### config.mk
export PLATFORM = sky130hd
export DESIGN_NAME = l1_snoop_responder
export DESIGN_NICKNAME = d
export VERILOG_FILES = /design/src/rtl/l1_snoop_responder.sv
export SDC_FILE = /design/constraint.sdc
export NUM_CORES = 1
export LEC_CHECK = 0
export BUFFER_PORTS_ARGS = -buffer_cell sky130_fd_sc_hd__buf_2
export CAP_MARGIN = 10
export CORE_ASPECT_RATIO = 1.25
export CORE_UTILIZATION = 35
export CTS_CLUSTER_SIZE = 8
export DETAILED_ROUTE_END_ITERATION = 12
export GPL_ROUTABILITY_DRIVEN = 1
export PLACE_DENSITY_LB_ADDON = 0.3
export SYNTH_ARGS = -nofsm -noshare
export SYNTH_HDL_FRONTEND = slang
export SYNTH_SLANG_ARGS = --single-unit
### constraint.sdc
create_clock -name clk_i -period 7.7 [get_ports clk_i]
set_input_delay 1.54 -clock clk_i [delete_from_list [all_inputs] [get_ports clk_i]]
set_output_delay 1.54 -clock clk_i [all_outputs]
set_load 0.05 [all_outputs]
### src/rtl/l1_snoop_responder.sv
`default_nettype none
// +----------------------------------------------------------------------------+
// | Module      : l1_snoop_responder                                           |
// | Description : Per-core L1 snoop agent. It buffers snoops from the L2       |
// |               coherency controller, looks each one up in the shared L1     |
// |               tag port, and applies the MESI downgrade or invalidate. It   |
// |               returns exactly one response per accepted snoop.             |
// | Options     : L1_SNOOP_FORWARD_CLEAN_EN - read snoops that hit E/S lines   |
// |               also return line data (state transitions are unchanged).     |
// | Revision    : 1.0 - initial release                                        |
// +----------------------------------------------------------------------------+

package riscv_mem_types_pkg;
  typedef enum logic [1:0] {
    COHERENCY_REQ_READ        = 2'd0,
    COHERENCY_REQ_READ_UNIQUE = 2'd1,
    COHERENCY_REQ_INVALIDATE  = 2'd2,
    COHERENCY_REQ_WRITEBACK   = 2'd3
  } coherency_req_type_t;
endpackage

module l1_snoop_responder
  import riscv_mem_types_pkg::*;
#(
  parameter int ADDR_WIDTH = 32,
  parameter int DATA_WIDTH = 32,
  parameter int L1_WAYS    = 4,
  parameter int FIFO_DEPTH = 4
) (
  input  logic                       clk_i,
  input  logic                       rst_i,
  input  logic                       snoop_valid_i,
  input  logic [ADDR_WIDTH-1:0]      snoop_addr_i,
  input  coherency_req_type_t        snoop_type_i,
  output logic                       snoop_rsp_valid_o,
  output logic                       snoop_rsp_data_valid_o,
  output logic [DATA_WIDTH-1:0]      snoop_rsp_data_o,
  output logic                       tag_req_o,
  output logic [ADDR_WIDTH-1:0]      tag_addr_o,
  input  logic                       tag_gnt_i,
  input  logic                       tag_hit_i,
  input  logic [$clog2(L1_WAYS)-1:0] tag_way_i,
  input  logic [1:0]                 tag_state_i,
  input  logic [DATA_WIDTH-1:0]      tag_data_i,
  output logic                       state_wr_en_o,
  output logic [ADDR_WIDTH-1:0]      state_wr_addr_o,
  output logic [$clog2(L1_WAYS)-1:0] state_wr_way_o,
  output logic [1:0]                 state_wr_state_o,
  output logic                       snoop_busy_o,
  output logic                       overflow_o
);

  localparam int IDX_W = $clog2(FIFO_DEPTH);
  localparam int PTR_W = IDX_W + 1;
  localparam int WAY_W = $clog2(L1_WAYS);

  localparam logic [1:0] MESI_I = 2'b00;
  localparam logic [1:0] MESI_S = 2'b01;
  localparam logic [1:0] MESI_M = 2'b11;

  typedef enum logic [2:0] {
    ST_IDLE    = 3'd0,
    ST_LOOKUP  = 3'd1,
    ST_RESOLVE = 3'd2,
    ST_UPDATE  = 3'd3,
    ST_RESPOND = 3'd4
  } state_t;

  // Snoop buffer storage and pointers (extra MSB separates full from empty)
  logic [ADDR_WIDTH-1:0] fifo_addr_q [FIFO_DEPTH];
  logic                  fifo_inv_q  [FIFO_DEPTH];
  logic [PTR_W-1:0]      wr_ptr_q, wr_ptr_d;
  logic [PTR_W-1:0]      rd_ptr_q, rd_ptr_d;
  logic                  fifo_empty, fifo_full, fifo_push, fifo_pop;

  // FSM state, active snoop and registered outputs
  state_t                state_q, state_d;
  logic [ADDR_WIDTH-1:0] act_addr_q, act_addr_d;
  logic                  act_inv_q, act_inv_d;
  logic                  tag_req_q, tag_req_d;
  logic                  wr_en_q, wr_en_d;
  logic [WAY_W-1:0]      wr_way_q, wr_way_d;
  logic [1:0]            wr_state_q, wr_state_d;
  logic                  rsp_valid_q, rsp_valid_d;
  logic                  rsp_dv_q, rsp_dv_d;
  logic [DATA_WIDTH-1:0] rsp_data_q, rsp_data_d;
  logic                  overflow_q, overflow_d;
  logic                  line_live, fwd_data;

  assign fifo_empty = (wr_ptr_q == rd_ptr_q);
  assign fifo_full  = (wr_ptr_q[PTR_W-1] != rd_ptr_q[PTR_W-1]) &&
                      (wr_ptr_q[IDX_W-1:0] == rd_ptr_q[IDX_W-1:0]);
  // A pop frees the slot the same cycle, so a full buffer still accepts a push
  assign fifo_pop   = (state_q == ST_IDLE) && !fifo_empty;
  assign fifo_push  = snoop_valid_i && (!fifo_full || fifo_pop);

  // Buffer entry write; storage needs no reset since the pointers qualify it
  always_ff @(posedge clk_i) begin
    if (fifo_push) begin
      fifo_addr_q[wr_ptr_q[IDX_W-1:0]] <= snoop_addr_i;
      fifo_inv_q[wr_ptr_q[IDX_W-1:0]]  <= (snoop_type_i == COHERENCY_REQ_INVALIDATE);
    end
  end

  // Next-state, protocol action and response computation
  always_comb begin
    wr_ptr_d   = wr_ptr_q + {{(PTR_W-1){1'b0}}, fifo_push};
    rd_ptr_d   = rd_ptr_q + {{(PTR_W-1){1'b0}}, fifo_pop};
    overflow_d = overflow_q | (snoop_valid_i & fifo_full & ~fifo_pop);
    state_d    = state_q;
    act_addr_d = act_addr_q;
    act_inv_d  = act_inv_q;
    wr_way_d   = wr_way_q;
    wr_state_d = wr_state_q;
    rsp_dv_d   = rsp_dv_q;
    rsp_data_d = rsp_data_q;
    line_live  = tag_hit_i && (tag_state_i != MESI_I);
    fwd_data   = (tag_state_i == MESI_M);
`ifdef L1_SNOOP_FORWARD_CLEAN_EN
    fwd_data   = fwd_data || !act_inv_q;
`endif
    case (state_q)
      ST_IDLE: begin
        if (!fifo_empty) begin
          act_addr_d = fifo_addr_q[rd_ptr_q[IDX_W-1:0]];
          act_inv_d  = fifo_inv_q[rd_ptr_q[IDX_W-1:0]];
          state_d    = ST_LOOKUP;
        end
      end
      ST_LOOKUP: begin
        if (tag_gnt_i) state_d = ST_RESOLVE;
      end
      ST_RESOLVE: begin
        rsp_dv_d   = line_live && fwd_data;
        rsp_data_d = (line_live && fwd_data) ? tag_data_i : '0;
        if (line_live) begin
          wr_way_d   = tag_way_i;
          wr_state_d = act_inv_q ? MESI_I : MESI_S;
          state_d    = ST_UPDATE;
        end else begin
          state_d    = ST_RESPOND;
        end
      end
      ST_UPDATE: state_d = ST_RESPOND;
      ST_RESPOND: begin
        rsp_dv_d   = 1'b0;
        rsp_data_d = '0;
        state_d    = ST_IDLE;
      end
      default: state_d = ST_IDLE;
    endcase
    // Strobes are registered from the state being entered
    tag_req_d   = (state_d == ST_LOOKUP);
    wr_en_d     = (state_d == ST_UPDATE);
    rsp_valid_d = (state_d == ST_RESPOND);
  end

  // State and output registers; reset aborts any snoop in flight
  always_ff @(posedge clk_i or posedge rst_i) begin
    if (rst_i) begin
      wr_ptr_q    <= '0;
      rd_ptr_q    <= '0;
      overflow_q  <= 1'b0;
      state_q     <= ST_IDLE;
      act_addr_q  <= '0;
      act_inv_q   <= 1'b0;
      tag_req_q   <= 1'b0;
      wr_en_q     <= 1'b0;
      wr_way_q    <= '0;
      wr_state_q  <= MESI_I;
      rsp_valid_q <= 1'b0;
      rsp_dv_q    <= 1'b0;
      rsp_data_q  <= '0;
    end else begin
      wr_ptr_q    <= wr_ptr_d;
      rd_ptr_q    <= rd_ptr_d;
      overflow_q  <= overflow_d;
      state_q     <= state_d;
      act_addr_q  <= act_addr_d;
      act_inv_q   <= act_inv_d;
      tag_req_q   <= tag_req_d;
      wr_en_q     <= wr_en_d;
      wr_way_q    <= wr_way_d;
      wr_state_q  <= wr_state_d;
      rsp_valid_q <= rsp_valid_d;
      rsp_dv_q    <= rsp_dv_d;
      rsp_data_q  <= rsp_data_d;
    end
  end

  assign snoop_rsp_valid_o      = rsp_valid_q;
  assign snoop_rsp_data_valid_o = rsp_dv_q;
  assign snoop_rsp_data_o       = rsp_data_q;
  assign tag_req_o              = tag_req_q;
  assign tag_addr_o             = act_addr_q;
  assign state_wr_en_o          = wr_en_q;
  assign state_wr_addr_o        = act_addr_q;
  assign state_wr_way_o         = wr_way_q;
  assign state_wr_state_o       = wr_state_q;
  assign snoop_busy_o           = !fifo_empty || (state_q != ST_IDLE);
  assign overflow_o             = overflow_q;

endmodule
`default_nettype wire

# After elaboration in Yosys (flattened, before gate mapping)
# Memory sizes are Yosys's and may differ from the RTL's. A register that Yosys moved wholly into a read port is not among the register bits.
# Cells that the tools add are included.
# word_totals
register_bits	50
ram_bits	132
inputBits	75
output_inout_bits	106
word_cells	57
mem_count	2
# op_classes
n_addsub	2
eq_ne	12
muxes	10
bitwise_logic	5
n_reduce_logical	15
# mem_list
name	words	width	rd	rd_clocked_by_memory_dff	write_ports	line	rtl
fifo_addr_q	4	32	1	1	1	70	logic [ADDR_WIDTH-1:0] fifo_addr_q [FIFO_DEPTH];
fifo_inv_q	4	1	1	1	1	71	logic fifo_inv_q [FIFO_DEPTH];
# ops
op	count
$pmux 32 s2	1
$mux 32	1
$pmux 3 s4	1
$eq 3x2->1 const B	3
$mux 3	3
$add 3x1->3	2
$eq 3x1->1 const B	2
$eq 3x3->1 const B	2
$logic_and 1x1->1	5
$eq 2x2->1 const B	2
$reduce_and 2->1	2
$reduce_bool 2->1	2
$eq 3x3->1	1
$logic_not 3->1	1
$mux 1	3
$reduce_bool 3->1	1
$and 1x1->1	2
$eq 2x2->1	1
$logic_not 1->1	2
$logic_or 1x1->1	2
$not 1->1	2
$pmux 1 s2	1
$ne 1x1->1	1
$or 1x1->1	1

# Logic depth before layout (Yosys ltp)
# Gate-level depths: netlist of the first run.
# logic_depth
ltp_word	7
depth_mapped	8

# Worst setup path before layout of the first run
# Ideal clock, no wire load.
# synth_path
kind	input to register
start	input port snoop_valid_i
end	memory fifo_addr_q[2][0], enable pin
setup_ns	0.471
arrival_ns	4.173
t_required_ns	7.229
setup_slack_ns	3.055
stages	2
path_buffers	0
cell_sequence	o41ai_1 > nor3b_1
# synth_between
elab_chain_len	3
# synth_rtl
element	line	rtl
from (decl)	32	input logic snoop_valid_i,
$logic_and 1x1->1	95	assign fifo_push = snoop_valid_i && (!fifo_full || fifo_pop);
$mux 1	99	if (fifo_push) begin
$mux 1 (implied by the code)	100	fifo_addr_q[wr_ptr_q[IDX_W-1:0]] <= snoop_addr_i;
to (decl)	70	
# No other way between the ends.

# Final worst setup path of the first run
# layout_path
start	register rd_ptr_q[1]
end	output port snoop_busy_o
# layout_between
elab_chain_len	3
# layout_rtl
element	line	rtl
from (decl)	73	logic [PTR_W-1:0] rd_ptr_q, rd_ptr_d;
from (signal assigned)	176	rd_ptr_q <= rd_ptr_d;
$eq 3x3->1	90	assign fifo_empty = (wr_ptr_q == rd_ptr_q);
$logic_not 1->1	200	assign snoop_busy_o = !fifo_empty || (state_q != ST_IDLE);
$logic_or 1x1->1	200	
to (decl)	49	output logic snoop_busy_o,
# No other way between the ends.

==> reports/results.txt, run 1 <==
vias in the first global route -> 4470
global routing usage summed across all routing layers -> 0.133
total global routing overflow -> 0
antenna viol nets, final -> 0
max incr delay on CP -> 0.97 ns
# resized after CTS -> 0
Die Footprint -> 24200 sq um
TritonCTS clock tree -> done
worst hold-check path type -> reg2reg
Max H-tree Level -> 1
number of top-level pins -> 181
wire length of the first global-routing pass -> 25000 microns
Area Overhead vs Synth -> 22.1%
remaining design rule violation count -> 0
CTS Hold Bufs -> 0
number of distinct library cells after synthesis -> 31
startpoint of the most critical setup path -> rd_ptr_q[1]
total clock sinks -> 214
IO Port Bufs -> 179
post-synthesis net count -> 491
number of synthesized flops with an enable pin -> 132
critical setup path kind -> reg2out
final RePlAce weighted congestion -> 0.741
clk buf depth -> 3
Max-Slew Margin vs Limit -> 0.287
number of nets in the layout -> 659
die height -> 174 microns
area of the core region -> 23000 sq um
pin count of the biggest net entering global routing -> 56
number of fillers in the final layout -> 2009
Period Utilization, post-route -> 0.494
fraction of final layout cells with drive strength greater than 1 -> 0.498
# Post-CTS Setup Buffers -> 0
clock slew seen by the registers of the worst setup and hold paths -> 0.05 ns
Tmin final -> 3.80 ns
outcome -> completed
final-layout worst hold slack -> 0.463 ns
largest fanout on the critical path -> 35
CP Cell Sequence -> xor2_2 -> nor3_1 -> nand2_1 -> buf_2
post-synthesis instance total -> 412
dominant register cell in the synthesized netlist -> sky130_fd_sc_hd__edfxtp_1
Final Setup Violations -> 0
Async S/R FF share, synth -> 0.383
required time reported for the critical path endpoint -> 6.16 ns
sequential area share after synthesis -> 0.729
Hold Violations, Final -> 0
total number of vias -> 4232
HPWL reported at the end of detailed placement -> 10100 microns
slowest cell on the critical path -> sky130_fd_sc_hd__dfrtp_2
number of synthesized register bits -> 214
fin. max-slew vios -> 0
sum of routed wire length over all layers -> 15900 microns
placement row count -> 62
number of antenna violations at the first check in global routing -> 3
startpoint types -> flip-flop
mean post-synth cell area -> 20.0 sq um
Worst EP arrival -> 2.26 ns
via density per instance -> 4.76
maximum clock rate -> 0.263 GHz
total negative slack -> 0 ns
pin slew with the least headroom to its limit -> 1.07 ns
setup repair after global routing missed its margin -> false
Clk Latency, worst-skew pair -> 0.54 ns
post-detailed-route wirelength per cell -> 17.8 microns
total number of yosys warnings -> 0
worst min-delay path startpoint -> act_inv_q
Num CTS Buffers -> 30
initial cell density of the core -> 0.358
Max Cap Violations -> 0
leading cell type in the layout, fill and taps excluded -> sky130_fd_sc_hd__buf_2
width of the die -> 139 microns
clock tree skew after final layout -> 0.0232 ns
Reg2Reg Launch Point -> rd_ptr_q[1]
commonest cells after routing, fill and taps aside -> sky130_fd_sc_hd__buf_2, sky130_fd_sc_hd__edfxtp_1, sky130_fd_sc_hd__dfrtp_1
first-iteration detailed-routing DRC count -> 186
number of detailed-route iterations in the first pass -> 4
type of destination of the critical path -> output port
area of the mapped netlist -> 8260 sq um
CTS Root Buffer Type -> sky130_fd_sc_hd__clkbuf_16
## worst paths after layout
check                           slack (ns)                  end  cells after the start
worst max-delay path                  3.90         snoop_busy_o                      4
worst min-delay path                  0.46  state_wr_state_o[0]                      1
worst max register to register        4.91    fifo_addr_q[3][2]                      4
worst min register to register        0.46  state_wr_state_o[0]                      1
max in group asynchronous             5.61          rd_ptr_q[0]                      3
min in group asynchronous             1.00  state_wr_addr_o[26]                      2
## worst max-delay path, delay by kind of cell, from the launching register on
family | cells | cell delay, ns
flip-flops | 1 | 0.97
AND/OR/NAND/NOR | 2 | 0.30
XOR/XNOR | 1 | 0.23
buffers and inverters | 1 | 0.23
## logic make-up after synthesis
family                     share of synthesized area
buffers and inverters                         0.0491
DFF                                            0.729
muxes                                          0.152
other                                       0.000454
adders and majority gates                    0.00606
AOI/OAI and AO/OA                             0.0409
xor gates and xnor gates                     0.00728
and+or+nand+nor                               0.0153
## synth_stat cells (3+ instances only)
| master | count | area [sq um] |
|---|---|---|
| sky130_fd_sc_hd__mux2_4 | 29 | 435 |
| sky130_fd_sc_hd__nor3_1 | 5 | 25.0 |
| sky130_fd_sc_hd__buf_12 | 3 | 60.1 |
| sky130_fd_sc_hd__nand2b_1 | 3 | 18.8 |
| sky130_fd_sc_hd__buf_6 | 3 | 33.8 |
| sky130_fd_sc_hd__clkbuf_1 | 6 | 22.5 |
| sky130_fd_sc_hd__mux4_2 | 33 | 743 |
| sky130_fd_sc_hd__a22o_1 | 32 | 280 |
| sky130_fd_sc_hd__edfxtp_1 | 132 | 3960 |
| sky130_fd_sc_hd__inv_1 | 3 | 11.3 |
| sky130_fd_sc_hd__ha_1 | 4 | 50.1 |
| sky130_fd_sc_hd__xor2_1 | 4 | 35.0 |
| sky130_fd_sc_hd__buf_4 | 33 | 248 |
| sky130_fd_sc_hd__mux2_2 | 6 | 67.6 |
| sky130_fd_sc_hd__nor2_1 | 7 | 26.3 |
| sky130_fd_sc_hd__buf_2 | 6 | 30.0 |
| sky130_fd_sc_hd__dfrtp_1 | 82 | 2050 |
| sky130_fd_sc_hd__nand2_1 | 5 | 18.8 |
## per-stage QoR
stage / instances / setup WS (ns) / utilization / cell area (sq um)
CTS: 889 / 3.84 / 0.437 / 10100
global placement: 836 / 4.40 / 0.400 / 9210
finish: 890 / 3.90 / 0.437 / 10100
floorplan: 412 / 3.06 / - / 8260
global route: 889 / 3.74 / 0.437 / 10100
detailed placement: 836 / 4.41 / 0.400 / 9210
## metal layers
layer  vias up  GRT usage  share of wire
li1       1913          -              -
met2       153      0.229           0.50
met1      2135      0.166           0.42
met4         4     0.0356          0.016
met5         -          0         0.0014
met3        27     0.0356          0.067
## layout make-up
class / instances / area [sq um] / area share
Sequential cell: 214 / 6020 / 0.597
Clock inverter: 1 / 30.0 / 0.00298
Clock buffer: 52 / 833 / 0.0827
Timing Repair Buffer: 187 / 956 / 0.0949
Antenna cell: 1 / 2.50 / 0.000248
Tap cell: 288 / 360 / 0.0358
Multi-Input combinational cell: 144 / 1860 / 0.185
Inverter: 3 / 13.8 / 0.00137
## state kept, by name, summed over array words and instances (netlist names), 2 cells and up
name,count
fifo_addr_q,128
snoop_rsp_data_o,32
state_wr_addr_o,32
fifo_inv_q,4
rd_ptr_q,3
state_q,3
wr_ptr_q,3
state_wr_way_o,2
Power of run 1 is not shown: default switching activity piles up to over one toggle a cycle in this logic, so the estimate is an artifact.
==> inputs of run 2 (changes only) <==
clock period = 3.1 ns   (was 7.7 ns; I/O delays follow)
==> run 2 against run 1 <==
Compared with the run above: wire length decreased by 0.21%; sequential share of layout area decreased by 0.42 points; highest routed layer unchanged; register-to-register slack lost 4.1 ns; via count shrank 0.73%.
==> reports/results.txt, run 2 (same netlist as run 1, synthesis figures left out) <==
outcome -> completed
Final Setup Violations -> 0 (unchanged)
Max H-tree Level -> 1 (unchanged)
cell depth of the worst setup path -> 4 (unchanged)
commonest cells after routing, fill and taps aside -> sky130_fd_sc_hd__buf_2, sky130_fd_sc_hd__edfxtp_1, sky130_fd_sc_hd__dfrtp_1
max incr delay on CP -> 0.53 ns (-0.44 ns)
area of the core region -> 23000 sq um (unchanged)
clock tree skew after final layout -> 0.00904 ns (-0.0142 ns)
CTS Root Buffer Type -> sky130_fd_sc_hd__clkbuf_16
initial cell density of the core -> 0.358 (unchanged)
width of the die -> 139 microns (unchanged)
die height -> 174 microns (unchanged)
Tmin final -> 2.52 ns
HPWL reported at the end of detailed placement -> 10000 microns (-0.52%)
Buf/Inv on CP -> 1 (unchanged)
CP Cell Sequence -> xor2_1 -> nor3_1 -> nand2_1 -> buf_2
number of top-level pins -> 181 (unchanged)
Reg2Reg Launch Point -> wr_ptr_q[0]
antenna viol nets, final -> 0 (unchanged)
total negative slack -> 0 ns (unchanged)
setup repair after global routing missed its margin -> false
leading cell type in the layout, fill and taps excluded -> sky130_fd_sc_hd__buf_2
total global routing overflow -> 0 (unchanged)
# resized after CTS -> 0 (unchanged)
Hold Violations, Final -> 0 (unchanged)
sum of routed wire length over all layers -> 15900 microns (-0.21%)
TritonCTS clock tree -> done
placement row count -> 62 (unchanged)
CTS Hold Bufs -> 0 (unchanged)
Max Cap Violations -> 0 (unchanged)
fin. max-slew vios -> 0 (unchanged)
flip-flop count of the largest register, all copies and words added -> 128 (unchanged)
final core utilization -> 0.440 (+0.00309)
startpoint types -> flip-flop
largest fanout on the critical path -> 6 (-83%)
Max-Slew Margin vs Limit -> 0.309 (+0.0221)
Num CTS Buffers -> 30 (unchanged)
number of fillers in the final layout -> 2025 (+0.80%)
Worst EP arrival -> 1.90 ns (-0.36 ns)
final RePlAce weighted congestion -> 0.726 (-2.1%)
Area Overhead vs Synth -> 22.9%
remaining design rule violation count -> 0 (unchanged)
family of cells with the greatest summed delay on the critical path -> flip-flops
post-route cell area -> 10100 sq um (+0.71%)
capture point of the critical path -> snoop_busy_o
startpoint of the most critical setup path -> wr_ptr_q[0]
total number of vias -> 4201 (-0.73%)
clock slew seen by the registers of the worst setup and hold paths -> 0.05 ns (about the same)
register area -> 6020 sq um (unchanged)
post-detailed-route wirelength per cell -> 17.8 microns (-0.33%)
via density per instance -> 4.71 (-0.84%)
pin slew with the least headroom to its limit -> 1.04 ns (-0.0306 ns)
FF-to-FF path depth -> 5 (+1)
wire length of the first global-routing pass -> 24700 microns (-1.2%)
global routing usage summed across all routing layers -> 0.132 (-0.00126)
vias in the first global route -> 4387 (-1.9%)
critical setup path kind -> reg2out
fraction of final layout cells with drive strength greater than 1 -> 0.504 (+0.00664)
worst hold-check path type -> in2async
number of antenna violations at the first check in global routing -> 2 (-1)
# Post-CTS Setup Buffers -> 0 (unchanged)
endpoint of the most critical register-to-register path -> fifo_addr_q[2][15]
Period Utilization, post-route -> 0.812
pin count of the biggest net entering global routing -> 48 (-14%)
required time reported for the critical path endpoint -> 2.48 ns (-3.68 ns)
slowest cell on the critical path -> sky130_fd_sc_hd__dfrtp_1
clk buf depth -> 3 (unchanged)
first-iteration detailed-routing DRC count -> 132 (-29%)
fin cells -> 891 (+0.11%)
number of nets in the layout -> 662 (+0.46%)
number of detailed-route iterations in the first pass -> 4 (unchanged)
type of destination of the critical path -> output port
Die Footprint -> 24200 sq um (unchanged)
maximum clock rate -> 0.397 GHz
cell area reported after detailed placement -> 9280 sq um (+0.79%)
number of antenna cells inserted -> 0 (-1)
internal reg-to-reg setup slack -> 0.84 ns (-4.07 ns)
total clock sinks -> 214 (unchanged)
Clk Latency, worst-skew pair -> 0.53 ns (about the same)
area taken by multi-input logic gates -> 1890 sq um (+1.4%)
IO Port Bufs -> 179 (unchanged)
total placed cells including tap cells -> 839 (+0.36%)
-- run 2: changes by cell type in the layout (fill, tap and decap cells not counted), sizes merged --
cell and change:
inv -1, buf +3, diode -1
-- run 2: cell type report --
cell class	count	share of cell area
flip-flops and latches	214	0.593
multi-input cells	144	0.186
repair buffers	190	0.0989
clock buffers	52	0.0852
well taps	288	0.0355
inverters	3	0.00123
-- run 2: metal layers --
metal | global-route usage | part of all wire | vias to the layer above | wire length [microns]
met5 | 0 | 0.0017 | - | 27
met1 | 0.160 | 0.41 | 2082 | 6550
met4 | 0.0421 | 0.024 | 4 | 378
li1 | - | - | 1919 | -
met3 | 0.0315 | 0.062 | 38 | 981
met2 | 0.231 | 0.50 | 158 | 7920
-- run 2: worst min-delay path by stage --
stage / cells after the start / endpoint / slack, ns / startpoint
after floorplan: 1 / state_wr_state_o[0] / 0.43 / act_inv_q
after global placement: 1 / state_wr_state_o[0] / 0.45 / act_inv_q
after detailed placement: 1 / state_wr_state_o[0] / 0.45 / act_inv_q
after CTS: 2 / snoop_rsp_data_o[0] / 0.21 / rst_i
after global routing: 2 / snoop_rsp_data_o[1] / 0.25 / rst_i
final: 2 / snoop_rsp_data_o[1] / 0.20 / rst_i
-- run 2: per-stage QoR --
stage / hold slack (ns) / setup WS, ns
after floorplan: 0.427 / 0.217
after global placement: 0.446 / 0.904
after detailed placement: 0.453 / 0.839
after CTS: 0.213 / 0.553
after global routing: 0.246 / 0.500
final: 0.198 / 0.584
Power of run 2 is left out for the same reason.
